<file path="src/rtl/mul_seq_ctrl_pkg.sv">
// Shared definitions for the RV32M multiply sequencer.
//   mul_op_e  : RV32M multiply flavour, encoded as the funct3 low bits
//   state_e   : sequencer state
//   op_sign_a : rs1 is treated as signed when extended to XLEN+1 bits
//   op_sign_b : rs2 is treated as signed when extended to XLEN+1 bits
//   op_hi     : op returns the upper half of the 2*XLEN product
package mul_pkg;

  typedef enum logic [1:0] {
    MUL    = 2'b00,
    MULH   = 2'b01,
    MULHSU = 2'b10,
    MULHU  = 2'b11
  } mul_op_e;

  typedef enum logic [1:0] {
    IDLE = 2'b00,
    CALC = 2'b01,
    ADD  = 2'b10,
    DONE = 2'b11
  } state_e;

  // MUL only needs the low half, which is identical for any signedness. Treating
  // it as signed x signed makes its cache key match MULH on the same operands.
  function automatic logic op_sign_a(input mul_op_e op);
    return (op == MUL) || (op == MULH) || (op == MULHSU);
  endfunction

  function automatic logic op_sign_b(input mul_op_e op);
    return (op == MUL) || (op == MULH);
  endfunction

  function automatic logic op_hi(input mul_op_e op);
    return (op != MUL);
  endfunction

endpackage

</file>
<file path="src/rtl/mul_seq_ctrl_if.sv">
// Request/response bus of the multiply sequencer.
//   in_valid/in_ready      : request handshake
//   in_op, in_a, in_b      : operation and rs1/rs2 values
//   in_tag                 : opaque tag (rd index) returned with the result
//   out_valid/out_ready    : response handshake
//   out_result, out_tag    : selected product half and its tag
// master = issuing side (EX stage), slave = the sequencer.
interface mul_seq_ctrl_if
  import mul_pkg::*;
#(
  parameter int XLEN  = 32,
  parameter int TAG_W = 5
);
  logic             in_valid;
  logic             in_ready;
  mul_op_e          in_op;
  logic [XLEN-1:0]  in_a;
  logic [XLEN-1:0]  in_b;
  logic [TAG_W-1:0] in_tag;
  logic             out_valid;
  logic             out_ready;
  logic [XLEN-1:0]  out_result;
  logic [TAG_W-1:0] out_tag;

  modport master (
    output in_valid, in_op, in_a, in_b, in_tag, out_ready,
    input  in_ready, out_valid, out_result, out_tag
  );

  modport slave (
    input  in_valid, in_op, in_a, in_b, in_tag, out_ready,
    output in_ready, out_valid, out_result, out_tag
  );
endinterface

</file>
<file path="src/rtl/mul_prod_cache.sv">
// One-entry product cache keyed by the two (XLEN+1)-bit extended operands.
//   clk                 : clock
//   clear               : synchronous invalidate (tied to reset)
//   lookup_x/lookup_y   : key to look up (combinational)
//   hit/hit_prod        : entry valid and key matches / stored product
//   wr_en, wr_x/y/prod  : write a new entry on the rising edge
// The key carries the extension bit, so the same bit pattern used signed and
// unsigned (negative operand) gives two different keys.
module mul_prod_cache #(
  parameter int XLEN = 32
) (
  input  logic              clk,
  input  logic              clear,
  input  logic [XLEN:0]     lookup_x,
  input  logic [XLEN:0]     lookup_y,
  output logic              hit,
  output logic [2*XLEN-1:0] hit_prod,
  input  logic              wr_en,
  input  logic [XLEN:0]     wr_x,
  input  logic [XLEN:0]     wr_y,
  input  logic [2*XLEN-1:0] wr_prod
);
  logic              valid_q, valid_d;
  logic [XLEN:0]     x_q, x_d;
  logic [XLEN:0]     y_q, y_d;
  logic [2*XLEN-1:0] prod_q, prod_d;

  always_comb begin
    valid_d = valid_q;
    x_d     = x_q;
    y_d     = y_q;
    prod_d  = prod_q;
    if (wr_en) begin
      valid_d = 1'b1;
      x_d     = wr_x;
      y_d     = wr_y;
      prod_d  = wr_prod;
    end
  end

  always_ff @(posedge clk) begin
    if (clear) begin
      valid_q <= 1'b0;
      x_q     <= '0;
      y_q     <= '0;
      prod_q  <= '0;
    end else begin
      valid_q <= valid_d;
      x_q     <= x_d;
      y_q     <= y_d;
      prod_q  <= prod_d;
    end
  end

  assign hit      = valid_q && (x_q == lookup_x) && (y_q == lookup_y);
  assign hit_prod = prod_q;
endmodule

</file>
<file path="src/rtl/mul_seq_ctrl.sv">
// Sequencer for the external radix-4 Booth / Wallace-tree multiplier (RV32M
// MUL/MULH/MULHSU/MULHU).
//   clk, rst            : clock, synchronous active-high reset
//   flush               : kill the in-flight op
//   bus (slave)         : request/response handshake, see mul_seq_ctrl_if
//   mdp_x/mdp_y         : registered extended operands to the Booth encoder
//   mdp_sum/mdp_carry   : tree outputs; product = sum + carry mod 2^(2*XLEN)
// A miss runs IDLE->CALC->ADD->DONE; a zero operand or a product-cache hit
// goes straight from IDLE to DONE with the product already known.
module mul_seq_ctrl
  import mul_pkg::*;
#(
  parameter int XLEN  = 32,
  parameter int TAG_W = 5
) (
  input  logic              clk,
  input  logic              rst,
  input  logic              flush,
  mul_seq_ctrl_if.slave     bus,
  output logic [XLEN:0]     mdp_x,
  output logic [XLEN:0]     mdp_y,
  input  logic [2*XLEN-1:0] mdp_sum,
  input  logic [2*XLEN-1:0] mdp_carry
);
  state_e            state_q, state_d;
  mul_op_e           op_q, op_d;
  logic [TAG_W-1:0]  tag_q, tag_d;
  logic [XLEN:0]     mdp_x_q, mdp_x_d;
  logic [XLEN:0]     mdp_y_q, mdp_y_d;
  logic [2*XLEN-1:0] sum_q, sum_d;
  logic [2*XLEN-1:0] carry_q, carry_d;
  logic [2*XLEN-1:0] prod_q, prod_d;

  logic              accept;
  logic              zero_in;
  logic [XLEN:0]     x_in, y_in;
  logic              cache_hit;
  logic [2*XLEN-1:0] cache_prod;
  logic              cache_wr;

  // in_ready is combinational so a flush or reset blocks acceptance in the same cycle.
  assign bus.in_ready = (state_q == IDLE) && !flush && !rst;
  assign accept       = bus.in_valid && bus.in_ready;

  assign x_in    = {bus.in_a[XLEN-1] & op_sign_a(bus.in_op), bus.in_a};
  assign y_in    = {bus.in_b[XLEN-1] & op_sign_b(bus.in_op), bus.in_b};
  assign zero_in = (bus.in_a == '0) || (bus.in_b == '0);

  mul_prod_cache #(.XLEN(XLEN)) u_cache (
    .clk      (clk),
    .clear    (rst),
    .lookup_x (x_in),
    .lookup_y (y_in),
    .hit      (cache_hit),
    .hit_prod (cache_prod),
    .wr_en    (cache_wr),
    .wr_x     (mdp_x_q),
    .wr_y     (mdp_y_q),
    .wr_prod  (prod_d)
  );

  always_comb begin
    state_d  = state_q;
    op_d     = op_q;
    tag_d    = tag_q;
    mdp_x_d  = mdp_x_q;
    mdp_y_d  = mdp_y_q;
    sum_d    = sum_q;
    carry_d  = carry_q;
    prod_d   = prod_q;
    cache_wr = 1'b0;

    unique case (state_q)
      IDLE: begin
        if (accept) begin
          op_d  = bus.in_op;
          tag_d = bus.in_tag;
          if (zero_in) begin
            prod_d  = '0;
            state_d = DONE;
          end else if (cache_hit) begin
            prod_d  = cache_prod;
            state_d = DONE;
          end else begin
            // Only a miss loads the tree operands, so the tree does not toggle
            // on zero or cached ops.
            mdp_x_d = x_in;
            mdp_y_d = y_in;
            state_d = CALC;
          end
        end
      end
      CALC: begin
        sum_d   = mdp_sum;
        carry_d = mdp_carry;
        state_d = ADD;
      end
      ADD: begin
        prod_d   = sum_q + carry_q;
        cache_wr = !flush;
        state_d  = DONE;
      end
      DONE: begin
        if (bus.out_ready) state_d = IDLE;
      end
      default: state_d = IDLE;
    endcase

    if (flush) state_d = IDLE;
  end

  always_ff @(posedge clk) begin
    if (rst) begin
      state_q <= IDLE;
      op_q    <= MUL;
      tag_q   <= '0;
      mdp_x_q <= '0;
      mdp_y_q <= '0;
      sum_q   <= '0;
      carry_q <= '0;
      prod_q  <= '0;
    end else begin
      state_q <= state_d;
      op_q    <= op_d;
      tag_q   <= tag_d;
      mdp_x_q <= mdp_x_d;
      mdp_y_q <= mdp_y_d;
      sum_q   <= sum_d;
      carry_q <= carry_d;
      prod_q  <= prod_d;
    end
  end

  assign mdp_x          = mdp_x_q;
  assign mdp_y          = mdp_y_q;
  assign bus.out_valid  = (state_q == DONE);
  assign bus.out_tag    = tag_q;
  assign bus.out_result = op_hi(op_q) ? prod_q[2*XLEN-1:XLEN] : prod_q[XLEN-1:0];
endmodule

</file>
<file path="src/flat_wrapper.sv">
// flat-port wrapper written by rule: the top's interface ports become plain ports
module mul_seq_ctrl_flat import mul_pkg::*;
#(
  parameter int XLEN  = 32,
  parameter int TAG_W = 5
)
  (clk, rst, flush, mdp_x, mdp_y, mdp_sum, mdp_carry, bus_in_valid, bus_in_op, bus_in_a, bus_in_b, bus_in_tag, bus_out_ready, bus_in_ready, bus_out_valid, bus_out_result, bus_out_tag);
  mul_seq_ctrl_if #(.XLEN(XLEN), .TAG_W(TAG_W)) bus_i ();
  input  logic clk;
  input  logic rst;
  input  logic flush;
  output logic [XLEN:0] mdp_x;
  output logic [XLEN:0] mdp_y;
  input  logic [2*XLEN-1:0] mdp_sum;
  input  logic [2*XLEN-1:0] mdp_carry;
  input wire logic [$bits(bus_i.in_valid)-1:0] bus_in_valid;
  input wire logic [$bits(bus_i.in_op)-1:0] bus_in_op;
  input wire logic [$bits(bus_i.in_a)-1:0] bus_in_a;
  input wire logic [$bits(bus_i.in_b)-1:0] bus_in_b;
  input wire logic [$bits(bus_i.in_tag)-1:0] bus_in_tag;
  input wire logic [$bits(bus_i.out_ready)-1:0] bus_out_ready;
  output wire logic [$bits(bus_i.in_ready)-1:0] bus_in_ready;
  output wire logic [$bits(bus_i.out_valid)-1:0] bus_out_valid;
  output wire logic [$bits(bus_i.out_result)-1:0] bus_out_result;
  output wire logic [$bits(bus_i.out_tag)-1:0] bus_out_tag;
  assign bus_i.in_valid = bus_in_valid;
  assign bus_i.in_op = bus_in_op;
  assign bus_i.in_a = bus_in_a;
  assign bus_i.in_b = bus_in_b;
  assign bus_i.in_tag = bus_in_tag;
  assign bus_i.out_ready = bus_out_ready;
  assign bus_in_ready = bus_i.in_ready;
  assign bus_out_valid = bus_i.out_valid;
  assign bus_out_result = bus_i.out_result;
  assign bus_out_tag = bus_i.out_tag;
  mul_seq_ctrl #(.XLEN(XLEN), .TAG_W(TAG_W)) u_core (.clk(clk), .rst(rst), .flush(flush), .bus(bus_i), .mdp_x(mdp_x), .mdp_y(mdp_y), .mdp_sum(mdp_sum), .mdp_carry(mdp_carry));
endmodule
</file>
<file path="config.mk">
export PLATFORM = sky130hd
export DESIGN_NAME = mul_seq_ctrl_flat
export DESIGN_NICKNAME = d
export VERILOG_FILES = /design/src/rtl/mul_seq_ctrl_pkg.sv /design/src/rtl/mul_seq_ctrl_if.sv /design/src/rtl/mul_prod_cache.sv /design/src/rtl/mul_seq_ctrl.sv /design/src/flat_wrapper.sv
export SDC_FILE = /design/constraint.sdc
export NUM_CORES = 1
export LEC_CHECK = 0
export ABC_AREA = 1
export CAP_MARGIN = 20
export CORE_MARGIN = 2
export CORE_UTILIZATION = 40
export DETAILED_ROUTE_END_ITERATION = 7
export GPL_TIMING_DRIVEN = 0
export PLACE_DENSITY_LB_ADDON = 0.1
export SLEW_MARGIN = 20
export SYNTH_ARGS = -nofsm -noshare
export SYNTH_HDL_FRONTEND = slang
export SYNTH_SLANG_ARGS = --single-unit
</file>
<file path="constraint.sdc">
create_clock -name clk -period 2.8 [get_ports clk]
set_input_delay 0.42 -clock clk [delete_from_list [all_inputs] [get_ports clk]]
set_output_delay 0.42 -clock clk [all_outputs]
set_load 0.02 [all_outputs]
</file>
# Word-level counts from Yosys, hierarchy flattened
# Index checks and enable logic that the tools add are counted.
[totals]
register_bits = 398
out_inout_bits = 105
[classes]
n_addsub = 1
eq_ne = 9
n_mux = 11
bitwise = 4
n_reduce_logical = 19
[ops]
columns = ["operator", "n"]
rows = [
  ["64-bit 2-to-1 mux", 3],
  ["64-bit case mux with 2 select lines", 1],
  ["33-bit == test", 2],
  ["64-bit adder", 1],
  ["32-bit zero test", 2],
  ["32-bit 2-to-1 mux", 1],
  ["2-bit 2-to-1 mux", 4],
  ["2-bit case mux with 4 select lines", 1],
  ["2-bit == test (second input constant)", 3],
  ["1-bit logical AND", 5],
  ["2-bit by 1-bit == test with 1-bit output (second input constant)", 2],
  ["2-bit zero test", 2],
  ["2-bit AND reduction", 2],
  ["4-bit AND reduction", 1],
  ["1-bit logical OR", 3],
  ["1-bit AND", 2],
  ["1-bit zero test", 2],
  ["2-bit by 1-bit inequality test with 1-bit output (second input constant)", 1],
  ["2-bit inequality test (second input constant)", 1],
  ["1-bit NOT", 2],
  ["2-bit nonzero test", 1],
  ["2-bit OR reduction", 1],
  ["1-bit 2-to-1 mux", 1],
]

# Logic depth before layout (Yosys ltp)
# Gate-level depths: netlist of the first run.
[logic_depth]
depth_word = 11
depth_mapped = 18
mapped_depth_nobuf = 18

# By module
# Synthesis of the first run repeated with hierarchy kept, for this count alone.
[hier_totals]
cells_unflattened = 3691
hier_area_um2 = 22861.9
[by_module_without_submodules]
columns = ["module", "instances", "cells_each", "area_per_inst_um2"]
rows = [
  ["mul_seq_ctrl", 1, 2900, 17110.2],
  ["mul_prod_cache", 1, 791, 5751.8],
]

# Worst setup path after synthesis of the first run
# Ideal clock, no wire load.
[synth_path]
path_kind = "register to register"
startpoint = "register u_core.state_q[0]"
endpoint = "register u_core.mdp_x_q[0] (netlist: u_core.mdp_x[0])"
arrival_time_ps = 2051
slack_ps = 620
stages_incl_launch_ff = 13
path_buffers = 1
cell_sequence = "dfxtp_1 -> inv_1 -> ha_1 -> inv_2 -> nor2_2 -> nand2_2 -> inv_2 -> nand3_2 -> inv_2 -> nand2_4 -> inv_4 -> clkbuf_1 -> a21oi_1"
[synth_between]
elab_chain_len = 5
[synth_rtl]
columns = ["element", "line_no", "rtl"]
rows = [
  ["from (decl)", "mul_seq_ctrl.sv:25", "state_e state_q, state_d;"],
  ["from (signal assigned)", "mul_seq_ctrl.sv:123", "state_q <= state_d;"],
  ["2-bit zero test", "mul_seq_ctrl.sv:42", "assign bus.in_ready = (state_q == IDLE) && !flush && !rst;"],
  ["1-bit logical AND (2 in a row)", "mul_seq_ctrl.sv:42", ""],
  ["net bus_in_ready", "flat_wrapper.sv:22", "output wire logic [$bits(bus_i.in_ready)-1:0] bus_in_ready;"],
  ["1-bit logical AND", "mul_seq_ctrl.sv:43", "assign accept = bus.in_valid && bus.in_ready;"],
  ["4-bit AND reduction (no source line)", "n/a", ""],
  ["to (signal assigned)", "mul_seq_ctrl.sv:126", "mdp_x_q <= mdp_x_d;"],
  ["to (decl)", "mul_seq_ctrl.sv:28", "logic [XLEN:0] mdp_x_q, mdp_x_d;"],
]
# The timed path passes the listed nets, and every way through them passes these cells.
# A chain may end at the register's enable or synchronous reset.

# Worst setup path after layout of the first run
[layout_path]
startpoint = "register u_core.op_q[0]"
endpoint = "output bus_out_result[16]"
[layout_between]
elab_chain_len = 2
[layout_rtl]
columns = ["element", "line_no", "rtl"]
rows = [
  ["from (decl)", "mul_seq_ctrl.sv:26", "mul_op_e op_q, op_d;"],
  ["from (signal assigned)", "mul_seq_ctrl.sv:124", "op_q <= op_d;"],
  ["2-bit nonzero test", "mul_seq_ctrl_pkg.sv:34", "return (op != MUL);"],
  ["32-bit 2-to-1 mux", "mul_seq_ctrl.sv:138", "assign bus.out_result = op_hi(op_q) ? prod_q[2*XLEN-1:XLEN] : prod_q[XLEN-1:0];"],
  ["to (decl)", "flat_wrapper.sv:24", "output wire logic [$bits(bus_i.out_result)-1:0] bus_out_result;"],
]
# No other way between the ends.

==> impl_metrics.py, run 1 <==
metrics = {
    "run_status": {
        "outcome": "completed",
    },
    "worst_setup_path": {
        "crit_start": "u_core.op_q[0]",
        "cp_top_family": "buffers and inverters",
        "crit_chain": "nor2_4 -> clkbuf_8 -> mux2_2 -> clkdlybuf4s50_1",
        "crit_buf_inv": 2,
        "critical_path_class": "reg -> out",
        "required_ns": 2.38,
        "crit_end": "bus_out_result[16]",
        "reg2reg_to": "u_core.u_cache.hit_prod[61]",
        "worstRegToRegCells": 10,
        "regToRegSetupSlack_ns": 0.14,
        "reg2reg_from": "u_core.state_q[0]",
        "crit_arrival_ns": 2.34,
        "path_depth": 4,
        "critPathCaptureType": "output pin",
        "cp_slowest_cell": "clkdlybuf4s50_1",
        "cp_max_fo": 10,
        "critPathMaxStageDelay_ns": 0.55,
        "cp-start-kind": "flop",
    },
    "sta": {
        "finClkSkew_ns": 0.02909,
        "tightest_slew_ns": 0.9058,
        "report.final.slew_viol_count": 0,
        "relSlewSlack_pct": 39.61,
        "period_share_pct": 98.63,
        "tns_ns": 0,
        "finalHoldViolCount": 0,
        "fmax_mhz": 362.1,
        "finalSetupViolations": 0,
        "fin_crit_ns": 2.762,
    },
    "synthesis": {
        "async_flop_share_pct": 0,
        "ys_ff_latch": 398,
        "synth_area_leaders": "dfxtp_1 34%, nand2_1 18%, inv_1 9.9%",
        "syn_area_mm2": 0.02339,
        "avgSynthCellArea_um2": 6.027,
        "synthCells": 3880,
        "synth_warnings": 0,
        "synth_edf_count": 0,
        "yosysTopAreaCellShare_pct": 34.07,
        "yosys.area.top_type": "dfxtp_1",
        "yosysSeqAreaShare_pct": 34.07,
        "ys.flop_type": "dfxtp_1",
        "syn_nets": 4152,
        "netlist-cell-type-count": 44,
    },
    "clocking": {
        "cts_max_level": 2,
        "cts.path.max_buffers": 3,
        "cts.clk_slew.worst_paths_ns": 0.06,
        "cts_made_buffers": 46,
        "worstSkewPairLatency_ns": 0.61,
        "cts_sinks": 398,
        "cts_tree": "yes",
        "cts-root-buf": "clkbuf_16",
    },
    "cells_and_area": {
        "syn_to_final_growth_pct": 24.83,
        "stdcell_count": 5040,
        "nets": 4508,
        "fin_util_pct": 50.60,
        "fillers": 6128,
        "drive_above_1_share_pct": 5.644,
    },
    "placed_design": {
        "placed_cells": 4953,
        "gp_congestion": 0.9907,
        "io_buffers": 308,
        "dpl.hpwl_um": 72260,
    },
    "floorplanning": {
        "dieArea_mm2": 0.06042,
        "start_util_pct": 40.53,
        "dieWidth_um": 245.8,
        "coreArea_mm2": 0.05770,
        "fp.dieH_um": 245.8,
        "ios": 309,
        "row_count": 88,
    },
    "route": {
        "dr.pass1.iters": 6,
        "wire_per_inst_um": 17.69,
        "drt-total-wl_um": 89180,
        "route.vias.total": 25050,
        "viasPerCell": 4.970,
        "drc": 0,
        "ant_nets": 0,
        "drt_iter0_drc": 2159,
    },
    "global_routing": {
        "grt-ovfl-total": 0,
        "grt_usage_pct": 28.94,
        "use_met1_pct": 41.79,
        "grt_pass1_vias": 22640,
        "busiest_layer": "met2",
        "antenna_found_initial": 6,
        "grt_start_max_net_pins": 20,
        "grt_pass1_wl_um": 133600,
        "use_met2_pct": 44.77,
        "grt_use_met3_pct": 5.064,
    },
    "worst_hold_path": {
        "hold_path.class": "in -> reg",
        "hold_path_startpoint": "bus_in_tag[1]",
    },
    "run": {
        "cap_viol_max_count": 0,
    },
    "pwr": {
        "vdd_drop_max_v": 0.0004607,
        "power.density_mw_per_mm2": 496.2,
        "static-leakage-power_nw": 14.59,
    },
}
## repair_timing
action,in CTS,in global routing
setup endpoints to repair,350,201
cloned,0,0
buffers inserted,1,4
hold buffers,0,0
pin swaps,1,5
gates resized for setup,41,37
## worst register-to-register path, stage by stage, from the launching register on
cell	delay, ns
dfxtp_1	0.39
inv_1	0.09
ha_2	0.31
inv_2	0.18
nor2_4	0.09
inv_2	0.26
clkbuf_2	0.48
buf_1	0.48
a21oi_1	0.13
nand2_1	0.10
inv_1	0.04
## where the power goes
group          internal (mW)  switching [mW]  total, mW
clock network           3.59            2.61       6.19
registers               5.92           0.159       6.08
logic                  0.855            1.36       2.21
## layout make-up
class / count / area [um^2] / area share (%)
well taps: 765 / 957.2 / 3.279
inverters: 634 / 2392 / 8.195
clock buffers: 67 / 1370 / 4.693
flip-flops and latches: 398 / 7968 / 27.29
multi-input cells: 2710 / 12550 / 42.99
clock inverters: 15 / 173.9 / 0.5957
diodes: 5 / 12.51 / 0.04286
repair buffers: 313 / 3148 / 10.78
plain buffers: 133 / 620.6 / 2.126
## worst min path at each step
stage,to,slack (ns),cells after the start
global placement,u_core.u_cache.y_q[2],0.45,2
finish,u_core.bus.out_tag[1],0.37,3
global route,u_core.bus.out_tag[2],0.38,3
detailed placement,u_core.u_cache.y_q[2],0.45,2
floorplan,u_core.u_cache.y_q[2],0.44,2
CTS,u_core.bus.out_tag[1],0.34,3
## synth_stat cells (13+ instances only)
master	count
inv_1	619
buf_1	13
nand2_2	44
dfxtp_1	398
inv_2	13
a21oi_1	228
nand3b_1	29
buf_2	15
o21ai_0	303
nand3_1	168
nand4_1	58
nor3_1	31
clkbuf_1	99
ha_1	67
nand2_1	1117
mux2_2	14
nor2_1	566
or2_2	16
a31oi_1	20
## cell families after synthesis
kind of cell,Yosys count,synth area share [%]
buffers and inverters,772,12.74
adder cells (fa/ha/maj),68,3.670
AO/OA/AOI/OAI,566,12.29
multiplexers,14,0.6741
AND/OR/NAND/NOR,2053,36.22
flip-flops,398,34.07
XOR/XNOR,9,0.3370
## cells in the final DEF, fill, tap and decap left out, drive strengths merged
cell type	Yosys	final
diode	0	5
clkinv	1	10
inv	633	635
mux2	14	14
nor3b	1	1
nand3b	29	29
nor3	31	31
clkbuf	102	164
bufinv	0	2
or2	16	16
a21o	2	2
buf	36	41
ha	67	67
o21ai	311	311
and3	3	3
nand4	58	58
o22ai	1	1
dfxtp	398	398
o21a	1	1
nand3	171	171
clkinvlp	0	2
nand2	1162	1162
nor4	3	3
and2	4	4
a21oi	228	228
fa	1	1
clkdlybuf4s50	0	292
xnor2	5	5
dlymetal6s2s	0	6
xor2	4	4
nor2	575	575
a211oi	1	1
dlygate4sd2	0	10
o21bai	1	1
a21boi	1	1
a31oi	20	20
## sequential cells by signal (all words and copies together), names as in the netlist
register and cells:
u_core.state_q 2, u_core.u_cache.y_q 33, u_core.sum_q 64, u_core.u_cache.x_q 33, u_core.u_cache.hit_prod 64, u_core.u_cache.valid_q 1, u_core.carry_q 64, u_core.prod_q 64
u_core.mdp_y 33, u_core.mdp_x 33, u_core.bus.out_tag 5, u_core.op_q 2
## metal layers
layer / vias up / routed length, um
li1: 12750 / -
met1: 11370 / 41460
met2: 822 / 38710
met3: 98 / 7508
met4: 4 / 1479
met5: - / 26
## through the flow
stage	hold slack, ns	setup slack (ns)	total power [mW]	instance area [um^2]
2_1_floorplan	0.4371	0.6203	7.321	23390
3_3_place_gp	0.4529	-0.7908	8.354	27430
3_5_place_dp	0.4548	-0.7776	8.360	27430
4_1_cts	0.3403	0.002275	14.51	29030
5_1_grt	0.3780	-0.01067	15.04	29190
6_report	0.3676	0.03838	14.49	29190
Power figures use the tool's default switching activity.
==> run 2: changes to the inputs <==
- GPL_TIMING_DRIVEN: 0 -> default
- SKIP_CTS_REPAIR_TIMING: default -> 1
==> run 2 against run 1 <==
Net effect:
- flip-flop and latch count did not move
- power decreased by 2.0%
- clock skew shrank 0.0068 ns
- largest cell class unchanged
- critical path type unchanged
- hold slack worse by 0.17 ns
==> impl_metrics.py, run 2 (synthesized netlist as in run 1, its figures left out) <==
metrics = {
    "worst_hold_path": {
        "hold_path.class": "in -> reg",
        "whs_endpoint": "u_core.state_q[1]",
        "worstHoldPathCells": 4,
        "hold_path_startpoint": "rst",
    },
    "worst_setup_path": {
        "regToRegSetupSlack_ns": 0.16,
        "required_ns": 2.38,
        "worstRegToRegCells": 13,
        "reg2reg_from": "u_core.carry_q[0]",
        "cp_max_fo": 50,
        "cp-start-kind": "flop",
        "reg2reg_to": "u_core.u_cache.hit_prod[26]",
        "critical_path_class": "reg -> out",
        "critPathCaptureType": "output pin",
        "crit_arrival_ns": 2.29,
    },
    "sta": {
        "tns_ns": 0,
        "hold_slack_ns": 0.1942,
        "finalHoldViolCount": 0,
        "report.final.slew_viol_count": 0,
        "finalSetupViolations": 0,
        "fmax_mhz": 369.0,
        "finClkSkew_ns": 0.02226,
        "rsz0062_at_grt": "false",
        "tightest_slew_ns": 1.091,
        "fin_crit_ns": 2.710,
        "relSlewSlack_pct": 27.28,
        "period_share_pct": 96.78,
    },
    "clocking": {
        "cts_sinks": 398,
        "worstSkewPairLatency_ns": 0.59,
        "cts.path.max_buffers": 3,
        "cts_max_level": 2,
        "cts_made_buffers": 45,
        "cts.clk_slew.worst_paths_ns": 0.06,
        "cts-root-buf": "clkbuf_16",
        "cts_tree": "yes",
    },
    "floorplanning": {
        "fp.dieH_um": 245.8,
        "dieArea_mm2": 0.06042,
        "coreArea_mm2": 0.05770,
        "ios": 309,
        "dieWidth_um": 245.8,
        "row_count": 88,
        "start_util_pct": 40.53,
    },
    "placed_design": {
        "dpl.hpwl_um": 63320,
        "gp_congestion": 0.9727,
        "io_buffers": 308,
    },
    "pwr": {
        "pwr-share-comb_pct": 15.5,
        "static-leakage-power_nw": 14.75,
        "p_clk_share_pct": 41.8,
        "p_switching_mw": 3.967,
        "seqPwrFrac_pct": 42.8,
        "vdd_drop_max_v": 0.0003926,
        "p_sw_share_pct": 27.94,
        "power.density_mw_per_mm2": 484.8,
        "internal_power_mw": 10.23,
    },
    "global_routing": {
        "antenna_found_initial": 7,
        "grt_pass1_wl_um": 123700,
        "grt_pass1_vias": 21980,
        "grt_usage_pct": 26.32,
        "grt-ovfl-total": 0,
        "grt_start_max_net_pins": 105,
    },
    "route": {
        "drt-total-wl_um": 81460,
        "wire_per_inst_um": 16.32,
        "ant_nets": 0,
        "drc": 0,
        "dr.pass1.iters": 6,
        "drt_iter0_drc": 2013,
        "route.vias.total": 24470,
        "viasPerCell": 4.903,
    },
    "cells_and_area": {
        "final_common_cell": "nand2_1",
        "final_cell_mix": "1117 x nand2_1, 618 x inv_1, 561 x nor2_1, 397 x dfxtp_1, 303 x o21ai_0",
        "nets": 4458,
        "fillers": 6174,
        "syn_to_final_growth_pct": 25.24,
        "drive_above_1_share_pct": 6.540,
    },
    "run": {
        "cap_viol_max_count": 0,
    },
    "run_status": {
        "outcome": "completed",
    },
}
-- run 2: changes by cell type in the layout (fill, tap and decap cells not counted), moves of 7 or more --
cell | before | now
buf_1 | 13 | 0
buf_12 | 2 | 17
buf_2 | 14 | 1
buf_4 | 5 | 72
buf_6 | 7 | 0
clkbuf_1 | 91 | 13
clkbuf_2 | 7 | 0
clkbuf_8 | 16 | 7
dlygate4sd2_1 | 10 | 0
-- run 2: worst max path at each step --
stage,from,to,slack (ns),cells after the start
detailed placement,bus_in_a[27],u_core.u_cache.hit_prod[2],-0.20,16
CTS,u_core.carry_q[0],u_core.u_cache.hit_prod[38],-0.04,15
floorplan,u_core.state_q[0],u_core.mdp_x[0],0.62,12
global route,u_core.carry_q[23],u_core.u_cache.hit_prod[28],0.004,15
global placement,bus_in_a[27],u_core.u_cache.hit_prod[2],-0.19,16
finish,u_core.op_q[1],bus_out_result[5],0.09,4
-- run 2: layout make-up --
class                           count  area (um^2)  share of cell area [%]
Inverter                          634         2392                   8.168
Clock buffer                       66         1296                   4.426
Clock inverter                     15        166.4                  0.5682
Multi-Input combinational cell   2710        12510                   42.72
Timing Repair Buffer              397         3984                   13.60
Antenna cell                        5        12.51                 0.04272
Sequential cell                   398         7969                   27.21
Tap cell                          765        957.2                   3.268
-- run 2: critical path: stages (launching register included) --
cell             delay (ns)
dfxtp_1                0.33
nor2_4                 0.13
buf_12                 0.26
mux2_2                 0.41
clkdlybuf4s50_1        0.55
-- run 2: power groups by stage --
| stage | Sequential [mW] | Clock (mW) | Combinational [mW] |
|---|---|---|---|
| 3_3_place_gp | 6.19 | 0 | 2.16 |
| 3_5_place_dp | 6.19 | 0 | 2.17 |
| 5_1_grt | 6.10 | 6.29 | 2.41 |
| 6_report | 6.07 | 5.93 | 2.20 |
| 2_1_floorplan | 6.21 | 0 | 1.11 |
| 4_1_cts | 6.07 | 6.04 | 2.18 |
-- run 2: metal layers --
metal | part of all wire, % | vias up | global-route usage [%]
li1 | - | 12650 | -
met1 | 47 | 10960 | 37.57
met2 | 43 | 720 | 39.95
met3 | 8.0 | 138 | 5.402
met4 | 2.5 | 2 | 7.130
met5 | 0.014 | - | 0
-- run 2: metrics by stage --
| stage | util, % | cells | power, mW | setup slack [ns] | area [um^2] |
|---|---|---|---|---|---|
| global placement | 48.08 | 4903 | 8.354 | -0.1905 | 27740 |
| detailed placement | 48.08 | 4903 | 8.361 | -0.2004 | 27740 |
| CTS | 50.61 | 4984 | 14.29 | -0.04153 | 29200 |
| floorplan | - | 3880 | 7.321 | 0.6203 | 23390 |
| finish | 50.77 | 4990 | 14.20 | 0.09004 | 29290 |
| global route | 50.77 | 4990 | 14.79 | 0.004310 | 29290 |
